==> src/rtl/mesh_shear_sorter.sv <==
// ROW x COL shearsort engine: loads a key mesh on start, alternates odd-even
// transposition row and column phases, and leaves the mesh in snake order.
module mesh_shear_sorter #(
   parameter int WIDTH = 8,
   parameter int ROW   = 4,
   parameter int COL   = 4
) (
   input  logic                       clk,
   input  logic                       rst,
   input  logic                       start,
   input  logic                       descend,
   input  logic [WIDTH*ROW*COL-1:0]   in_values,
   output logic                       busy,
   output logic                       done,
   output logic [WIDTH*ROW*COL-1:0]   out_values
);

   // state | meaning
   // IDLE  | waiting for start; mesh holds the last result
   // ROWPH | row compare-exchange phase, COL steps, snake direction per row
   // COLPH | column compare-exchange phase, ROW steps, smaller key upward
   typedef enum logic [1:0] {IDLE, ROWPH, COLPH} state_t;

   localparam int NP   = $clog2(ROW);
   localparam int MAXD = (ROW > COL) ? ROW : COL;
   localparam int SW   = $clog2(MAXD);
   localparam int PW   = $clog2(NP + 1);

   state_t               state_q, state_d;
   logic [WIDTH-1:0]     mesh_q [ROW][COL];
   logic [WIDTH-1:0]     mesh_d [ROW][COL];
   logic [WIDTH-1:0]     row_x  [ROW][COL];
   logic [WIDTH-1:0]     col_x  [ROW][COL];
   logic [SW-1:0]        step_q, step_d;
   logic [PW-1:0]        phase_q, phase_d;
   logic                 mode_q, mode_d;
   logic                 done_q, done_d;

   // Odd rows run reversed to build the snake; mode inverts every direction.
   always_comb begin
      row_x = mesh_q;
      for (int r = 0; r < ROW; r++) begin
         for (int c = 0; c < COL - 1; c++) begin
            if (c[0] == step_q[0]) begin
               if ((r[0] ^ mode_q) ? (mesh_q[r][c] < mesh_q[r][c+1])
                                   : (mesh_q[r][c] > mesh_q[r][c+1])) begin
                  row_x[r][c]   = mesh_q[r][c+1];
                  row_x[r][c+1] = mesh_q[r][c];
               end
            end
         end
      end
   end

   always_comb begin
      col_x = mesh_q;
      for (int c = 0; c < COL; c++) begin
         for (int r = 0; r < ROW - 1; r++) begin
            if (r[0] == step_q[0]) begin
               if (mode_q ? (mesh_q[r][c] < mesh_q[r+1][c])
                          : (mesh_q[r][c] > mesh_q[r+1][c])) begin
                  col_x[r][c]   = mesh_q[r+1][c];
                  col_x[r+1][c] = mesh_q[r][c];
               end
            end
         end
      end
   end

   always_comb begin
      state_d = state_q;
      mesh_d  = mesh_q;
      step_d  = step_q;
      phase_d = phase_q;
      mode_d  = mode_q;
      done_d  = 1'b0;
      case (state_q)
         IDLE: begin
            if (start) begin
               for (int r = 0; r < ROW; r++) begin
                  for (int c = 0; c < COL; c++) begin
                     mesh_d[r][c] = in_values[(r*COL+c)*WIDTH +: WIDTH];
                  end
               end
               mode_d  = descend;
               phase_d = '0;
               step_d  = '0;
               state_d = ROWPH;
            end
         end
         ROWPH: begin
            mesh_d = row_x;
            if (step_q == SW'(COL - 1)) begin
               step_d = '0;
               if (phase_q == PW'(NP)) begin
                  state_d = IDLE;
                  done_d  = 1'b1;
               end else begin
                  state_d = COLPH;
               end
            end else begin
               step_d = step_q + SW'(1);
            end
         end
         COLPH: begin
            mesh_d = col_x;
            if (step_q == SW'(ROW - 1)) begin
               step_d  = '0;
               phase_d = phase_q + PW'(1);
               state_d = ROWPH;
            end else begin
               step_d = step_q + SW'(1);
            end
         end
         default: state_d = IDLE;
      endcase
   end

   always_ff @(posedge clk) begin
      if (rst) begin
         state_q <= IDLE;
         mesh_q  <= '{default: '0};
         step_q  <= '0;
         phase_q <= '0;
         mode_q  <= 1'b0;
         done_q  <= 1'b0;
      end else begin
         state_q <= state_d;
         mesh_q  <= mesh_d;
         step_q  <= step_d;
         phase_q <= phase_d;
         mode_q  <= mode_d;
         done_q  <= done_d;
      end
   end

   assign busy = (state_q != IDLE);
   assign done = done_q;

   for (genvar gr = 0; gr < ROW; gr++) begin : g_row
      for (genvar gc = 0; gc < COL; gc++) begin : g_col
         assign out_values[(gr*COL+gc)*WIDTH +: WIDTH] = mesh_q[gr][gc];
      end
   end

endmodule

==> config.mk <==
export PLATFORM = sky130hd
export DESIGN_NAME = mesh_shear_sorter
export DESIGN_NICKNAME = d
export VERILOG_FILES = /design/src/rtl/mesh_shear_sorter.sv
export SDC_FILE = /design/constraint.sdc
export NUM_CORES = 1
export LEC_CHECK = 0
export BUFFER_PORTS_ARGS = -buffer_cell sky130_fd_sc_hd__buf_2
export CAP_MARGIN = 20
export CORE_MARGIN = 2
export CORE_UTILIZATION = 35
export DETAILED_ROUTE_END_ITERATION = 8
export SLEW_MARGIN = 10
export SYNTH_ARGS = -nofsm -noshare
export SYNTH_HDL_FRONTEND = slang
export SYNTH_SLANG_ARGS = --single-unit
==> constraint.sdc <==
create_clock -name clk -period 5.75 [get_ports clk]
set_input_delay 1.15 -clock clk [delete_from_list [all_inputs] [get_ports clk]]
set_output_delay 1.15 -clock clk [all_outputs]
set_load 0.02 [all_outputs]
==> results of run 1 <==
-- Yosys cell counts (all sizes together) (5+ instances only) --
cell type  count
a31oi         18
mux2i         74
o211ai        36
and4           9
clkbuf        77
nand4         64
a22oi         10
nor2b         31
a221oi        42
a221o         15
a21o          31
a211oi        30
dfxtp        136
o21a          32
and3          11
mux2          22
or3            6
nor2         112
a211o         11
a311o          8
buf           37
o2111ai        9
nand2        180
a41oi          8
o2bb2ai        9
o311ai        11
o31ai         37
o21ai        164
a2bb2oi        8
o32ai         24
o22ai         15
o21bai         5
a22o          24
nor3          18
o221a         10
o41ai          8
nand3         55
o31a           9
ha           198
inv          134
a21oi        142
-- state kept, by name (all words and copies together), names as in the netlist --
| signal | cells |
|---|---|
| out_values | 128 |
| done | 1 |
| state_q | 2 |
| phase_q | 2 |
| mode_q | 1 |
| step_q | 2 |
-- logic make-up (layout without fill, tap and decap cells) --
kind of cell	after synthesis	count (layout)	share of synthesized area
muxes	96	96	0.06784
DFF	136	136	0.1845
buffers and inverters	249	454	0.06649
and+or+nand+nor	507	507	0.1662
adders and majority gates	198	198	0.1679
AOI/OAI and AO/OA	731	731	0.3470
-- worst min-delay path, delay by kind of cell, from the launching register on --
kind            cells  cell delay, ns
simple gates        1            0.06
compound gates      1            0.05
flops               1            0.32
-- metal layers --
layer	vias up	wire length, um
li1	7751	-
met1	8159	27940
met3	210	7021
met5	-	13
met2	1098	29890
met4	2	3238
-- worst paths after layout --
| path | start | to | slack, ns | cells after the start |
|---|---|---|---|---|
| setup / recovery | step_q[0] | out_values[47] | 2.05 | 8 |
| hold / removal | step_q[1] | step_q[1] | 0.47 | 2 |
| setup reg to reg | step_q[0] | out_values[47] | 2.05 | 8 |
| hold reg to reg | step_q[1] | step_q[1] | 0.47 | 2 |
-- per-stage QoR --
stage / power, mW / hold slack, ns / instance area (um2)
2_1_floorplan: 2.860 / 0.4356 / 14750
6_report: 4.779 / 0.4741 / 17040
3_3_place_gp: 3.576 / 0.4413 / 16470
5_1_grt: 5.038 / 0.4944 / 17040
3_5_place_dp: 3.642 / 0.4566 / 16470
4_1_cts: 4.708 / 0.4665 / 17010
-- area by class of cell --
| type | instances | area share |
|---|---|---|
| Tap cell | 539 | 0.03958 |
| Inverter | 135 | 0.02974 |
| Multi-Input combinational cell | 1532 | 0.6500 |
| Timing Repair Buffer | 287 | 0.08914 |
| Clock inverter | 14 | 0.005948 |
| Clock buffer | 18 | 0.02577 |
| Sequential cell | 136 | 0.1598 |
-- power by group through the flow --
stage | registers, mW | logic [mW] | clock network [mW]
6_report | 1.39 | 2.31 | 1.08
3_3_place_gp | 1.39 | 2.18 | 0
2_1_floorplan | 1.35 | 1.51 | 0
3_5_place_dp | 1.40 | 2.25 | 0
5_1_grt | 1.39 | 2.53 | 1.12
4_1_cts | 1.37 | 2.26 | 1.08
==> flow_summary.yaml, run 1 <==
cts:
  cts_tree: "built"
  cts_root_buf: "clkbuf_16"
  post-cts-setup-buffers: 0
  clockBufferDepth: 2
  clk_pin_slew_ns: 0.07
  cts-htree-levels: 4
  cts_resized: 0
  cts_made_buffers: 17
  hold_buffers: 0
  clock_latency_ns: 0.47
  cts_sinks: 136
placed_design:
  gp_congestion: 0.9342
  port_buffers: 261
  dp_hpwl_um: 48690
  place_ws_ns: 1.865
  dp_cells: 2626
power:
  intPower_mw: 2.488
  p_per_area_nw_per_um2: 280.5
  power_frac_seq: 0.291
  vdd_drop_max_mv: 0.1825
  p_leak_nw: 7.291
  switchingPower_mw: 2.291
  switching_share: 0.4793
  comb_power_share: 0.484
  clkPwrFrac: 0.225
setup_path:
  cp_slowest_cell: "dfxtp_1"
  path_delay_family: "simple AND/OR/NAND/NOR gates"
  critPathRequiredTime_ns: 6.08
  arrival_ns: 4.03
  worst_setup_path_end_kind: "flip-flop"
  cp_max_fo: 18
  path_cells: "buf_4 > nand2_1 > or3b_1 > o211ai_2 > inv_1 > o21ai_0 > a2bb2oi_1 > o32ai_1"
  path_buf_inv: 2
  crit_type: "reg2reg"
  crit_path_start_kind: "flip-flop"
  max_stage_delay_ns: 0.81
sta:
  finClkSkew_ns: 0.01680
  max_freq_mhz: 270.3
  setup_slack_ns: 2.051
  setup_violations: 0
  min_period_ns: 3.699
  rsz0062_at_grt: "false"
  period_share: 0.6433
  worst_pin_slew_ns: 1.022
  finalHoldViolCount: 0
  relSlewSlack: 0.3142
  finalMaxSlewViolations: 0
  fin_setup_tns_ns: 0
finish:
  area_delta_synth_final_pct: 15.49
  fin_cells: 2661
  final_nets: 2439
  nFillCells: 4342
  drive_above_1_share: 0.1838
  diodes: 0
  multi_input_area_um2: 11080
  layout_common_cells: "buf_2 (262), ha_1 (196), nand2_1 (180)"
  layout_commonest_cell: "buf_2"
  ff_latch_area_um2: 2723
  final_util: 0.4081
synth:
  synth.avg_cell_area_um2: 7.696
  seq_area_frac_synth: 0.1845
  ys.flop_type: "dfxtp_1"
  synth_edf_count: 0
  yosys-top-cells-area: "dfxtp_1 (18%), ha_1 (17%), mux2i_1 (5.0%)"
  syn_inst: 1917
  yosysTopAreaCell: "dfxtp_1"
  synth_cell_types: 82
  synth_top_cell_area_share: 0.1845
  synth-seq-cells: 136
  netlist_area_um2: 14750
  async_flop_share: 0
  synth_fp_nets: 2247
  yosys_warnings: 0
route:
  drtAntennaViolNets: 0
  wl_per_cell_um: 25.59
  via_count: 17220
  drcViolationCount: 0
  first_pass_iters: 8
  drt_wl_total_um: 68100
  drt_iter0_drc: 2110
  vias_per_cell: 6.471
grt:
  grt_max_degree: 118
  grt_util_met1: 0.3999
  grt_util_met2: 0.4697
  grt_antenna_before_repair: 1
  groute.usage.overall: 0.3019
  grt_first_pass_wirelength_um: 100900
  grt-busiest-layer: "met2"
  grt_pass1_vias: 16360
  grt_util_met3: 0.06195
  overflow: 0
floorplanning:
  coreArea_um2: 41760
  die_w_um: 209.3
  die-height_um: 209.3
  start_util: 0.3533
  ioPinCount: 262
  die-area_um2: 43810
  rows: 75
run_status:
  status: "finished clean"
hold_path:
  hold_class: "reg2reg"
run:
  cap_violations: 0
No activity file was read; power rests on OpenSTA's default activity.
==> inputs of run 2 (changes only) <==
==> constraint.sdc (replaced) <==
create_clock -name clk -period 3.05 [get_ports clk]
set_input_delay 0.61 -clock clk [delete_from_list [all_inputs] [get_ports clk]]
set_output_delay 0.61 -clock clk [all_outputs]
set_load 0.02 [all_outputs]
==> flow_summary.yaml, run 2 (synthesized netlist as in run 1, its figures left out) <==
finish:
  nFillCells: 4311
  diodes: 0
  area_delta_synth_final_pct: 26.02
  final_nets: 2623
  layout_common_cells: "buf_2 (261), buf_4 (205), ha_1 (196)"
  drive_above_1_share: 0.2516
  largest_register_ffs: 128
  layout_commonest_cell: "buf_2"
  fin_cells: 2844
grt:
  grt_max_degree: 65
  grt_first_pass_wirelength_um: 104700
  grt_pass1_vias: 16870
  groute.usage.overall: 0.3144
  overflow: 0
  grt_antenna_before_repair: 0
sta:
  relSlewSlack: 0.2888
  worst_pin_slew_ns: 1.060
  finalMaxSlewViolations: 0
  fin_setup_tns_ns: 0
  finClkSkew_ns: 0.01572
  setup_violations: 0
  rsz0062_at_grt: "false"
  finalHoldViolCount: 0
  max_freq_mhz: 342.3
  min_period_ns: 2.922
  period_share: 0.9579
floorplanning:
  die-height_um: 209.3
  ioPinCount: 262
  coreArea_um2: 41760
  rows: 75
  die-area_um2: 43810
  start_util: 0.3533
  die_w_um: 209.3
hold_path:
  whs_path_depth: 3
  hold_class: "in2reg"
power:
  vdd_drop_max_mv: 0.3899
  p_per_area_nw_per_um2: 531.3
  p_leak_nw: 8.290
  design_power_total_mw: 9.878
setup_path:
  r2r_cells: 10
  worst_setup_path_end_kind: "flip-flop"
  arrival_ns: 3.26
  crit_path_start_kind: "flip-flop"
  crit_type: "reg2reg"
  critPathRequiredTime_ns: 3.39
  cp_max_fo: 15
run:
  cap_violations: 0
route:
  via_count: 17870
  drcViolationCount: 0
  wl_per_cell_um: 25.04
  vias_per_cell: 6.283
  first_pass_iters: 6
  drtAntennaViolNets: 0
  drt_iter0_drc: 2198
  drt_wl_total_um: 71220
cts:
  cts_tree: "built"
  clk_pin_slew_ns: 0.07
  cts_made_buffers: 17
  clockBufferDepth: 2
  cts-htree-levels: 4
  cts_root_buf: "clkbuf_16"
  clock_latency_ns: 0.46
  cts_sinks: 136
placed_design:
  gp_congestion: 0.9644
  dp_cells: 2811
  port_buffers: 261
  dp_hpwl_um: 54410
run_status:
  status: "finished clean"
[run 2: cell count changes in the layout (fill, tap and decap cells not counted), moves of 4 or more]
cell / previous run / this run
dfxtp_2: 0 / 4
buf_12: 1 / 5
dfxtp_1: 136 / 132
bufinv_16: 0 / 5
clkinvlp_4: 8 / 2
buf_4: 23 / 205
[run 2: final cells by class]
class,count,area [um2],share of cell area
tap,539,674.4,0.03627
clock buffer,20,446.7,0.02402
multi-input combinational,1532,11100,0.5968
inverter,135,506.7,0.02725
sequential,136,2728,0.1467
timing repair buffer,471,2945,0.1584
clock inverter,11,196.4,0.01057
[run 2: power by group]
part	switching, mW	internal (mW)	leakage, nW
logic	3.18	2.01	6.86
registers	0.295	1.98	1.12
clock network	0.938	1.47	0.307
total	4.41	5.47	8.29
[run 2: layer usage]
metal	up-vias	track usage	wire length, um
met5	-	0	0
met2	1051	0.5046	31830
met1	8485	0.4114	29840
li1	8106	-	-
met3	226	0.05596	6327
met4	0	0.1433	3217
[run 2: stage by stage]
step                      hold WS (ns)  worst slack, ns  area, um2    util
after global placement          0.4448      0.000003553      17910  0.4289
after global routing            0.4400          0.02032      18590  0.4452
after CTS                       0.4104          0.01085      18550  0.4443
after floorplan                 0.4356          0.09890      14750       -
after detailed placement        0.4536          0.01670      17910  0.4289
final                           0.4306           0.1283      18590  0.4452
[run 2: path summary, 6_finish.rpt]
| kind | start | endpoint | slack, ns |
|---|---|---|---|
| hold / removal | in_values[0] | out_values[0] | 0.43 |
| setup reg to reg | out_values[17] | out_values[15] | 0.13 |
| setup / recovery | out_values[17] | out_values[15] | 0.13 |
| hold reg to reg | step_q[1] | step_q[1] | 0.46 |
[run 2: worst max-delay path, cell delays in order (launching register included)]
cell	delay [ns]
dfxtp_2	0.41
inv_1	0.15
ha_1	0.31
nor2b_1	0.13
o211ai_1	0.15
a21oi_1	0.10
a211oi_2	0.30
mux2_2	0.51
o21ai_0	0.39
o221a_2	0.28
a22oi_1	0.06
[run 2: repair_timing]
action / CTS / global route
setup endpoints to repair: 0 / 45
buffers inserted: 0 / 1
hold buffers: 0 / 0
gates resized for setup: 0 / 10
